<file path="src/rtl/dvp_tx_pkg.sv">
// Shared types and constants for the DVP frame transmitter.
// No logic of its own; used by the timing generator and the top level.
// No handshake here.
package dvp_tx_pkg;

    typedef enum logic [2:0] {
        ST_IDLE,
        ST_VSYNC,
        ST_VBP,
        ST_ACTIVE,
        ST_VFP
    } tx_state_t;

    // The high byte of each RGB565 pixel goes out first on the wire.
    localparam bit         BYTE_HI_FIRST = 1'b1;
    // Byte driven whenever href is low.
    localparam logic [7:0] BLANK_BYTE    = 8'h00;

    // Cycles per line: two byte cycles per active pixel, then the blanking.
    function automatic int line_len(input int h_pixel, input int h_blank);
        return 2 * h_pixel + h_blank;
    endfunction

    function automatic int max4(input int a, input int b, input int c, input int d);
        int m;
        m = a;
        if (b > m) m = b;
        if (c > m) m = c;
        if (d > m) m = d;
        return m;
    endfunction

endpackage

</file>
<file path="src/rtl/dvp_frame_transmitter_if.sv">
// Pixel stream in (valid/ready) and the byte-serial DVP bus out.
// No latency of its own; it only bundles wires.
// pix_ready is the only back-pressure; the DVP side cannot stall.
// master: pixel source / DVP observer.  slave: the transmitter.
interface dvp_frame_transmitter_if;
    logic        pix_valid;
    logic [15:0] pix_data;
    logic        pix_ready;
    logic        dvp_vsync;
    logic        dvp_href;
    logic [7:0]  dvp_data;

    modport master (
        output pix_valid, pix_data,
        input  pix_ready, dvp_vsync, dvp_href, dvp_data
    );

    modport slave (
        input  pix_valid, pix_data,
        output pix_ready, dvp_vsync, dvp_href, dvp_data
    );
endinterface

</file>
<file path="src/rtl/dvp_tx_timing.sv">
// Frame/line timing generator: hcnt/vcnt counters, frame FSM, vsync/href strobes.
// vsync/href/frame_start/busy are registered and line up with the registered hcnt.
// Never stalls; slot_hi_nxt/slot_lo_nxt announce the byte slots one cycle ahead.
// Ports: sys_clk, sys_rst_n, tx_en in; vsync, href, frame_start, busy,
//        slot_hi_nxt (next cycle carries a high byte), slot_lo_nxt out.
module dvp_tx_timing
    import dvp_tx_pkg::*;
#(
    parameter int H_PIXEL     = 1024,
    parameter int V_PIXEL     = 768,
    parameter int H_BLANK     = 64,
    parameter int VSYNC_LINES = 4,
    parameter int V_BACK      = 16,
    parameter int V_FRONT     = 8
) (
    input  logic sys_clk,
    input  logic sys_rst_n,
    input  logic tx_en,
    output logic vsync,
    output logic href,
    output logic frame_start,
    output logic busy,
    output logic slot_hi_nxt,
    output logic slot_lo_nxt
);

    localparam int L     = line_len(H_PIXEL, H_BLANK);
    localparam int V_MAX = max4(VSYNC_LINES, V_BACK, V_PIXEL, V_FRONT);
    localparam int HW    = $clog2(L) + 1;
    localparam int VW    = $clog2(V_MAX) + 1;

    localparam logic [HW-1:0] H_LAST = HW'(L - 1);
    localparam logic [HW-1:0] H_ACT  = HW'(2 * H_PIXEL);

    tx_state_t     state, state_n;
    logic [HW-1:0] hcnt, hcnt_n;
    logic [VW-1:0] vcnt, vcnt_n, v_last;
    logic          start_n;
    logic          active_n;

    // Last line index of the current region.
    always_comb begin
        v_last = '0;
        case (state)
            ST_VSYNC:  v_last = VW'(VSYNC_LINES - 1);
            ST_VBP:    v_last = VW'(V_BACK - 1);
            ST_ACTIVE: v_last = VW'(V_PIXEL - 1);
            ST_VFP:    v_last = VW'(V_FRONT - 1);
            default:   v_last = '0;
        endcase
    end

    always_comb begin
        state_n = state;
        hcnt_n  = hcnt;
        vcnt_n  = vcnt;
        start_n = 1'b0;
        if (state == ST_IDLE) begin
            if (tx_en) begin
                state_n = ST_VSYNC;
                hcnt_n  = '0;
                vcnt_n  = '0;
                start_n = 1'b1;
            end
        end else if (hcnt == H_LAST) begin
            hcnt_n = '0;
            if (vcnt == v_last) begin
                vcnt_n = '0;
                case (state)
                    ST_VSYNC:  state_n = ST_VBP;
                    ST_VBP:    state_n = ST_ACTIVE;
                    ST_ACTIVE: state_n = ST_VFP;
                    ST_VFP: begin
                        // tx_en only matters here and in IDLE, so a frame
                        // in flight always runs to completion.
                        if (tx_en) begin
                            state_n = ST_VSYNC;
                            start_n = 1'b1;
                        end else begin
                            state_n = ST_IDLE;
                        end
                    end
                    default:   state_n = ST_IDLE;
                endcase
            end else begin
                vcnt_n = vcnt + VW'(1);
            end
        end else begin
            hcnt_n = hcnt + HW'(1);
        end
    end

    // Slot decode on next-cycle counters so the strobes, and pix_ready,
    // lead the registered href by exactly one cycle.
    assign active_n    = (state_n == ST_ACTIVE) && (hcnt_n < H_ACT);
    assign slot_hi_nxt = active_n && !hcnt_n[0];
    assign slot_lo_nxt = active_n &&  hcnt_n[0];

    always_ff @(posedge sys_clk or negedge sys_rst_n) begin
        if (!sys_rst_n) begin
            state       <= ST_IDLE;
            hcnt        <= '0;
            vcnt        <= '0;
            vsync       <= 1'b0;
            href        <= 1'b0;
            frame_start <= 1'b0;
            busy        <= 1'b0;
        end else begin
            state       <= state_n;
            hcnt        <= hcnt_n;
            vcnt        <= vcnt_n;
            vsync       <= (state_n == ST_VSYNC);
            href        <= active_n;
            frame_start <= start_n;
            busy        <= (state_n != ST_IDLE);
        end
    end

endmodule

</file>
<file path="src/rtl/dvp_frame_transmitter.sv">
// RGB565 pixel stream to byte-serial DVP (vsync/href/data), high byte first.
// Pixel accepted in cycle N: high byte on dvp_data at N+1, low byte at N+2.
// pix_ready is a fixed timing slot; a missing pixel sends zeros and pulses underflow.
// Ports: sys_clk, sys_rst_n, tx_en; bus (slave: pix_valid/pix_data/pix_ready,
//        dvp_vsync/dvp_href/dvp_data); frame_start, underflow, busy.
module dvp_frame_transmitter
    import dvp_tx_pkg::*;
#(
    parameter int H_PIXEL     = 1024,
    parameter int V_PIXEL     = 768,
    parameter int H_BLANK     = 64,
    parameter int VSYNC_LINES = 4,
    parameter int V_BACK      = 16,
    parameter int V_FRONT     = 8
) (
    input  logic                    sys_clk,
    input  logic                    sys_rst_n,
    input  logic                    tx_en,
    dvp_frame_transmitter_if.slave  bus,
    output logic                    frame_start,
    output logic                    underflow,
    output logic                    busy
);

    logic        vsync_w;
    logic        href_w;
    logic        slot_hi;
    logic        slot_lo;
    logic [15:0] pix_slot;
    logic [7:0]  data_q;
    logic [7:0]  second_q;

    dvp_tx_timing #(
        .H_PIXEL     (H_PIXEL),
        .V_PIXEL     (V_PIXEL),
        .H_BLANK     (H_BLANK),
        .VSYNC_LINES (VSYNC_LINES),
        .V_BACK      (V_BACK),
        .V_FRONT     (V_FRONT)
    ) u_timing (
        .sys_clk     (sys_clk),
        .sys_rst_n   (sys_rst_n),
        .tx_en       (tx_en),
        .vsync       (vsync_w),
        .href        (href_w),
        .frame_start (frame_start),
        .busy        (busy),
        .slot_hi_nxt (slot_hi),
        .slot_lo_nxt (slot_lo)
    );

    // An empty slot is filled with black rather than delaying the line.
    assign pix_slot      = bus.pix_valid ? bus.pix_data : 16'h0000;
    assign bus.pix_ready = slot_hi;
    assign bus.dvp_vsync = vsync_w;
    assign bus.dvp_href  = href_w;
    assign bus.dvp_data  = data_q;

    always_ff @(posedge sys_clk or negedge sys_rst_n) begin
        if (!sys_rst_n) begin
            data_q    <= BLANK_BYTE;
            second_q  <= 8'h00;
            underflow <= 1'b0;
        end else begin
            underflow <= slot_hi && !bus.pix_valid;
            if (slot_hi) begin
                data_q   <= BYTE_HI_FIRST ? pix_slot[15:8] : pix_slot[7:0];
                second_q <= BYTE_HI_FIRST ? pix_slot[7:0]  : pix_slot[15:8];
            end else if (slot_lo) begin
                data_q   <= second_q;
            end else begin
                data_q   <= BLANK_BYTE;
            end
        end
    end

endmodule

</file>
<file path="src/flat_wrapper.sv">
// flat-port wrapper written by rule: the top's interface ports become plain ports
module dvp_frame_transmitter_flat import dvp_tx_pkg::*;
#(
    parameter int H_PIXEL     = 1024,
    parameter int V_PIXEL     = 768,
    parameter int H_BLANK     = 64,
    parameter int VSYNC_LINES = 4,
    parameter int V_BACK      = 16,
    parameter int V_FRONT     = 8
)
  (sys_clk, sys_rst_n, tx_en, frame_start, underflow, busy, bus_pix_valid, bus_pix_data, bus_pix_ready, bus_dvp_vsync, bus_dvp_href, bus_dvp_data);
  dvp_frame_transmitter_if bus_i ();
  input  logic sys_clk;
  input  logic sys_rst_n;
  input  logic tx_en;
  output logic frame_start;
  output logic underflow;
  output logic busy;
  input wire logic [$bits(bus_i.pix_valid)-1:0] bus_pix_valid;
  input wire logic [$bits(bus_i.pix_data)-1:0] bus_pix_data;
  output wire logic [$bits(bus_i.pix_ready)-1:0] bus_pix_ready;
  output wire logic [$bits(bus_i.dvp_vsync)-1:0] bus_dvp_vsync;
  output wire logic [$bits(bus_i.dvp_href)-1:0] bus_dvp_href;
  output wire logic [$bits(bus_i.dvp_data)-1:0] bus_dvp_data;
  assign bus_i.pix_valid = bus_pix_valid;
  assign bus_i.pix_data = bus_pix_data;
  assign bus_pix_ready = bus_i.pix_ready;
  assign bus_dvp_vsync = bus_i.dvp_vsync;
  assign bus_dvp_href = bus_i.dvp_href;
  assign bus_dvp_data = bus_i.dvp_data;
  dvp_frame_transmitter #(.H_PIXEL(H_PIXEL), .V_PIXEL(V_PIXEL), .H_BLANK(H_BLANK), .VSYNC_LINES(VSYNC_LINES), .V_BACK(V_BACK), .V_FRONT(V_FRONT)) u_core (.sys_clk(sys_clk), .sys_rst_n(sys_rst_n), .tx_en(tx_en), .bus(bus_i), .frame_start(frame_start), .underflow(underflow), .busy(busy));
endmodule
</file>
<file path="config.mk">
export PLATFORM = sky130hd
export DESIGN_NAME = dvp_frame_transmitter_flat
export DESIGN_NICKNAME = d
export VERILOG_FILES = /design/src/rtl/dvp_tx_pkg.sv /design/src/rtl/dvp_frame_transmitter_if.sv /design/src/rtl/dvp_tx_timing.sv /design/src/rtl/dvp_frame_transmitter.sv /design/src/flat_wrapper.sv
export SDC_FILE = /design/constraint.sdc
export NUM_CORES = 1
export LEC_CHECK = 0
export ABC_AREA = 1
export CORE_ASPECT_RATIO = 0.9
export CORE_UTILIZATION = 45
export CTS_CLUSTER_DIAMETER = 200
export DETAILED_ROUTE_END_ITERATION = 16
export HOLD_SLACK_MARGIN = 0.05
export PLACE_DENSITY = 0.67
export SLEW_MARGIN = 20
export SYNTH_ARGS = -nofsm -noshare
export SYNTH_HDL_FRONTEND = slang
export SYNTH_HIERARCHICAL = 1
export SYNTH_SLANG_ARGS = --single-unit
</file>
<file path="constraint.sdc">
create_clock -name sys_clk -period 3.03 [get_ports sys_clk]
set_input_delay 0.606 -clock sys_clk [delete_from_list [all_inputs] [get_ports sys_clk]]
set_output_delay 0.606 -clock sys_clk [all_outputs]
set_load 0.05 [all_outputs]
</file>
# Word level (Yosys, flattened, before mapping)

Cells that the tools add are included.

Register bits after elaboration: 48
Input bits: 20

Add/sub/neg operators: 2
$lt $le $gt $ge: 1
Equality and inequality tests: 9
Multiplexer cells: 22
Reduce and logical (&&, ||, !) cells: 10

Operators by type and width:

| kind                                                                           | count |
|---|---|
| 11-bit 2-to-1 mux                                                              | 4 |
| 10-bit one-hot mux with 4 select lines                                         | 1 |
| 13-bit 2-to-1 mux                                                              | 3 |
| 16-bit 2-to-1 mux                                                              | 1 |
| 8-bit 2-to-1 mux                                                               | 2 |
| 13-bit by 1-bit adder with 13-bit output, second input constant                | 1 |
| 13-bit by 12-bit == test with 1-bit output, second input constant              | 1 |
| 13-bit by 12-bit less-than comparator with 1-bit output, second input constant | 1 |
| 3-bit 2-to-1 mux                                                               | 4 |
| 3-bit one-hot mux with 4 select lines                                          | 1 |
| 11-bit by 1-bit adder with 11-bit output, second input constant                | 1 |
| 11-bit == test                                                                 | 1 |
| 3-bit by 2-bit == test with 1-bit output, second input constant                | 3 |
| 3-bit by 1-bit == test with 1-bit output, second input constant                | 2 |
| 1-bit 2-to-1 mux                                                               | 6 |
| 1-bit logical AND                                                              | 4 |
| 3-bit == test, second input constant                                           | 1 |
| 3-bit zero test                                                                | 1 |
| 3-bit nonzero test                                                             | 1 |
| 1-bit zero test                                                                | 2 |
| 2-bit inequality test, second input constant                                   | 1 |
| 2-bit AND reduction                                                            | 1 |
| 2-bit nonzero test                                                             | 1 |

# Depth between registers and ports, before layout

Depth in word-level cells: 11
Gate-level depth with buffers: 19

# Hierarchy

Netlist, hierarchy kept.

Modules (own cells, without submodules):

| module                | times used | cells each | area an instance (um2) | seq. area each (um2) |
|---|---|---|---|---|
| dvp_tx_timing         | 1          | 234        | 1833.0                 | 775.7 |
| dvp_frame_transmitter | 1          | 73         | 719.4                  | 425.4 |

# Worst setup path before layout

No wires, ideal clock.

Kind: register to register
Start point: reg u_core.u_timing.hcnt[0]
End point: reg u_core.second_q[6]
Arrival time: 2.740 ns
Data required time: 2.913 ns
Path slack: 0.173 ns
Stages on the path, launching flop included: 19
Period minus slack after synthesis: 2.857 ns
Cell sequence: dfrtp_1 ha_1 nand3_2 inv_2 nand3_1 inv_1 nand2_1 inv_1 nand3_2 nand2_1 nand2_2 nor2_2 nand3_2 nor2_1 buf_6 inv_8 buf_8 nand2_1 nand2_1

Word-level cells in the longest chain between the ends: 6

RTL lines:

| item                                       | RTL line                    | RTL |
|---|---|---|
| start, declared                            | dvp_tx_timing.sv:36         | `logic [HW-1:0] hcnt, hcnt_n;` |
| start signal, assigned                     | dvp_tx_timing.sv:110        | `hcnt <= hcnt_n;` |
| 13-bit by 12-bit == test with 1-bit output | dvp_tx_timing.sv:65         | `end else if (hcnt == H_LAST) begin` |
| 3-bit 2-to-1 mux                           | dvp_tx_timing.sv:65         |  |
| 3-bit 2-to-1 mux                           | dvp_tx_timing.sv:58         | `if (state == ST_IDLE) begin` |
| via u_core.u_timing.state_n[2]             | dvp_tx_timing.sv:35         | `tx_state_t state, state_n;` |
| 3-bit by 2-bit == test with 1-bit output   | dvp_tx_timing.sv:95         | `assign active_n = (state_n == ST_ACTIVE) && (hcnt_n < H_ACT);` |
| 1-bit logical AND                          | dvp_tx_timing.sv:95         |  |
| 1-bit logical AND                          | dvp_tx_timing.sv:96         | `assign slot_hi_nxt = active_n && !hcnt_n[0];` |
| via bus_pix_ready                          | flat_wrapper.sv:21          | `output wire logic [$bits(bus_i.pix_ready)-1:0] bus_pix_ready;` |
| end signal, assigned                       | dvp_frame_transmitter.sv:68 | `second_q <= BYTE_HI_FIRST ? pix_slot[7:0] : pix_slot[15:8];` |
| end, declared                              | dvp_frame_transmitter.sv:31 | `logic [7:0] second_q;` |

The timed path passes the listed nets, and every way through them passes these cells.
A chain may end at the register's enable or synchronous reset.

# Final worst setup path

Start point: reg u_core.u_timing.hcnt[0]
End point: out bus_pix_ready

Word-level cells in the longest chain between the ends: 6

RTL lines:

| item                                       | RTL line |
|---|---|
| 13-bit by 12-bit == test with 1-bit output | dvp_tx_timing.sv:65 |
| 3-bit 2-to-1 mux                           | dvp_tx_timing.sv:65 |
| 3-bit 2-to-1 mux                           | dvp_tx_timing.sv:58 |
| via u_core.u_timing.state_n[2]             | dvp_tx_timing.sv:35 |
| 3-bit by 2-bit == test with 1-bit output   | dvp_tx_timing.sv:95 |
| 1-bit logical AND                          | dvp_tx_timing.sv:95 |
| 1-bit logical AND                          | dvp_tx_timing.sv:96 |
| end, declared                              | flat_wrapper.sv:21 |

The timed path passes the listed nets, and every way through them passes these cells.

==> run metrics <==
via count 2159; Max Fclk 348 MHz; number of synthesis warnings 6; Iteration-0 DRC Markers 178; ys flop type dfrtp_1; clock slew at the register clock pins of the worst setup and hold paths 0.09 ns; Root Driver clkbuf_8; flop2flop setup slack 0.62 ns; starting density of the core between 40% and 50%; GP Congestion approximately 0.87; Final min period around 2.9 ns; grt met2 use 28.2%; worst vdd ir between 0.2 and 0.25 mV; die area 5980 µm²; Synth top cells by count nand2_1 (75), dfrtp_1 (48), nand3_1 (35); clk_skew 0.00744 ns; number of global-route vias before repair between 1500 and 2000; GRT Total Usage approximately a fifth; crit-path most repeated cell nand3_2; met3 usage just under 5%; DRT Pass-1 Iters 5; area of the mapped netlist 2550 µm²; std cell rows 25; HPWL after detailed placement 3850 µm; ANT cells 0; share of cells above drive strength 1 17.2%; endpoints failing setup 0; Top Family by Delay on Critical Path simple AND/OR/NAND/NOR gates; met1 Use GR between 20% and 30%; io pins 34; initial antenna violation count 0; Avg Cell Area, Syn 8.31 µm²; busiest metal layer after global routing met2; worst-margin pin slew 0.841 ns; CTS Buffer Depth 2; final hold vios 0; GRT overflow 0; status completed; max cap viols 0; worst flop-to-flop path endpoint u_core/bus.dvp_data[0]; CTS tree done; CP startpoint kind flop; Die Wd 81.4 µm; slowest CP cell dfrtp_1; core area 5350 µm²; synth top area cells dfrtp_1 (47%), nand2_1 (11%), nand3_1 (6.9%); Filler cells 479; TNS Setup 0 ns; most common cell in the netlist nand2_1; Post-layout nets 371; period utilization 94.7%; Clock Sinks 48; gate count of the mapped netlist 307; WHS 0.400 ns; share of the synthesized area in the top cell type a little under half; register bit total from synthesis 48; Synth cell types 36; CP max FO 4; ys async rst share 100%; Final Slew Violations 0; register area share after synthesis 47.1%; Power Total 1.52 mW; first-pass GRT wire length 8740 µm; endpoint class of the critical path output port; largest net degree at the start of global routing 39; CTS buffer count 5; CP Cell Sequence ha_4, nand3_2, inv_2, nand3_2, inv_1, nand2_2, inv_2, nand3_2, nand2_1, nand2_2, nor2_2, nand3_2, nor2_4, buf_12; CTS H-tree depth 2; relative slew slack 44.0%; Crit Path Category reg2out; number of remaining DRC errors 0; P_leak roughly 1.5 nW; Crit path arrival time roughly 2.3 ns; post-synth top area cell dfrtp_1; WP buf/inv 4; routed length per instance 12.6 µm; crit-path max cell delay roughly 0.42 ns; Area Growth Syn to Fin 21.2%; via/cell ratio between 5 and 6; pwr/cell area 491 nW/µm²; Routed WL about 5200 µm; Worst Path Required 2.42 ns; post-synth net total 329; Tightest Hold Check Type in2async; Post-CTS Hold Buffers 0; R2R depth 17; number of synthesized flops with an enable pin 0; Worst-Skew Late Latency 0.30 ns; post-route ant nets 0; Vert. Die Dim between 70 and 80 µm; IO buf count 33; RR Startpoint u_core/u_timing/hcnt[0]
## cell type report
type / instances / area (µm²) / share of cell area [%]
Timing Repair Buffer: 41 / 395 / 12.8
Tap cell: 67 / 83.8 / 2.71
Clock inverter: 2 / 12.5 / 0.405
Clock buffer: 5 / 68.8 / 2.22
Sequential cell: 48 / 1200 / 38.9
Inverter: 36 / 150 / 4.85
Multi-Input combinational cell: 217 / 1180 / 38.1
## timing repair
item,CTS,global route
pin swaps,0,2
cloned,0,0
buffers inserted,0,2
setup endpoints to repair,1,1
resized for setup,2,11
## report_power, final
| group | leakage [nW] | internal (mW) | switching, mW |
|---|---|---|---|
| registers | 0.641 | 0.709 | 0.0804 |
| logic | 0.773 | 0.151 | 0.212 |
| clock network | 0.0400 | 0.157 | 0.211 |
| total | 1.45 | 1.02 | 0.504 |
## per-stage QoR
stage	instance area, µm²	std cells	utilization (%)	worst slack, ns
2_1_floorplan	2550	307	-	0.173
3_3_place_gp	2960	407	55.3	0.266
3_5_place_dp	2960	407	55.3	0.225
4_1_cts	3040	414	56.9	0.0279
5_1_grt	3090	416	57.8	-0.00699
6_report	3090	416	57.8	0.159
## state kept, by name (all words and copies together) (netlist names), 3 cells and up
register and cells:
u_core/u_timing/vcnt 11, u_core/u_timing/state 3, u_core/u_timing/hcnt 13, u_core/bus.dvp_data 8
u_core/second_q 8
## cells in the final DEF, fill, tap and decap left out, drive strengths merged, types with 2 or more instances in the layout
master / netlist / routed
o22ai: 5 / 5
nor4: 2 / 2
nand3: 39 / 39
a21oi: 9 / 9
nor2: 33 / 33
buf: 6 / 10
inv: 36 / 36
dfrtp: 48 / 48
nand2: 84 / 84
xor2: 9 / 9
clkbuf: 0 / 5
o21ai: 9 / 9
nor3: 10 / 10
ha: 2 / 2
o32ai: 2 / 2
nand4: 7 / 7
clkdlybuf4s50: 0 / 31
## how the worst max path moves through the flow
| stage | start | endpoint | cells after the start | slack [ns] |
|---|---|---|---|---|
| after floorplan | u_core/u_timing/hcnt[0] | u_core/second_q[6] | 18 | 0.17 |
| after global placement | tx_en | bus_pix_ready | 8 | 0.27 |
| after detailed placement | tx_en | bus_pix_ready | 8 | 0.23 |
| after CTS | u_core/u_timing/hcnt[0] | bus_pix_ready | 14 | 0.03 |
| after global routing | u_core/u_timing/hcnt[0] | bus_pix_ready | 14 | -0.007 |
| final | u_core/u_timing/hcnt[0] | bus_pix_ready | 14 | 0.16 |
## kinds of logic after synthesis
logic type	Yosys count	share of synthesized area, %
flip-flops	48	47.1
buffers and inverters	42	8.28
AND/OR/NAND/NOR	176	33.5
adder cells (fa/ha/maj)	2	0.980
XOR/XNOR	10	3.43
AO/OA/AOI/OAI	29	6.76
## per-layer routing
layer	vias up	routed length, µm
met5	-	0
met4	0	37
met3	5	318
met2	64	2330
met1	1002	2540
li1	1088	-
Power figures use the tool's default switching activity.
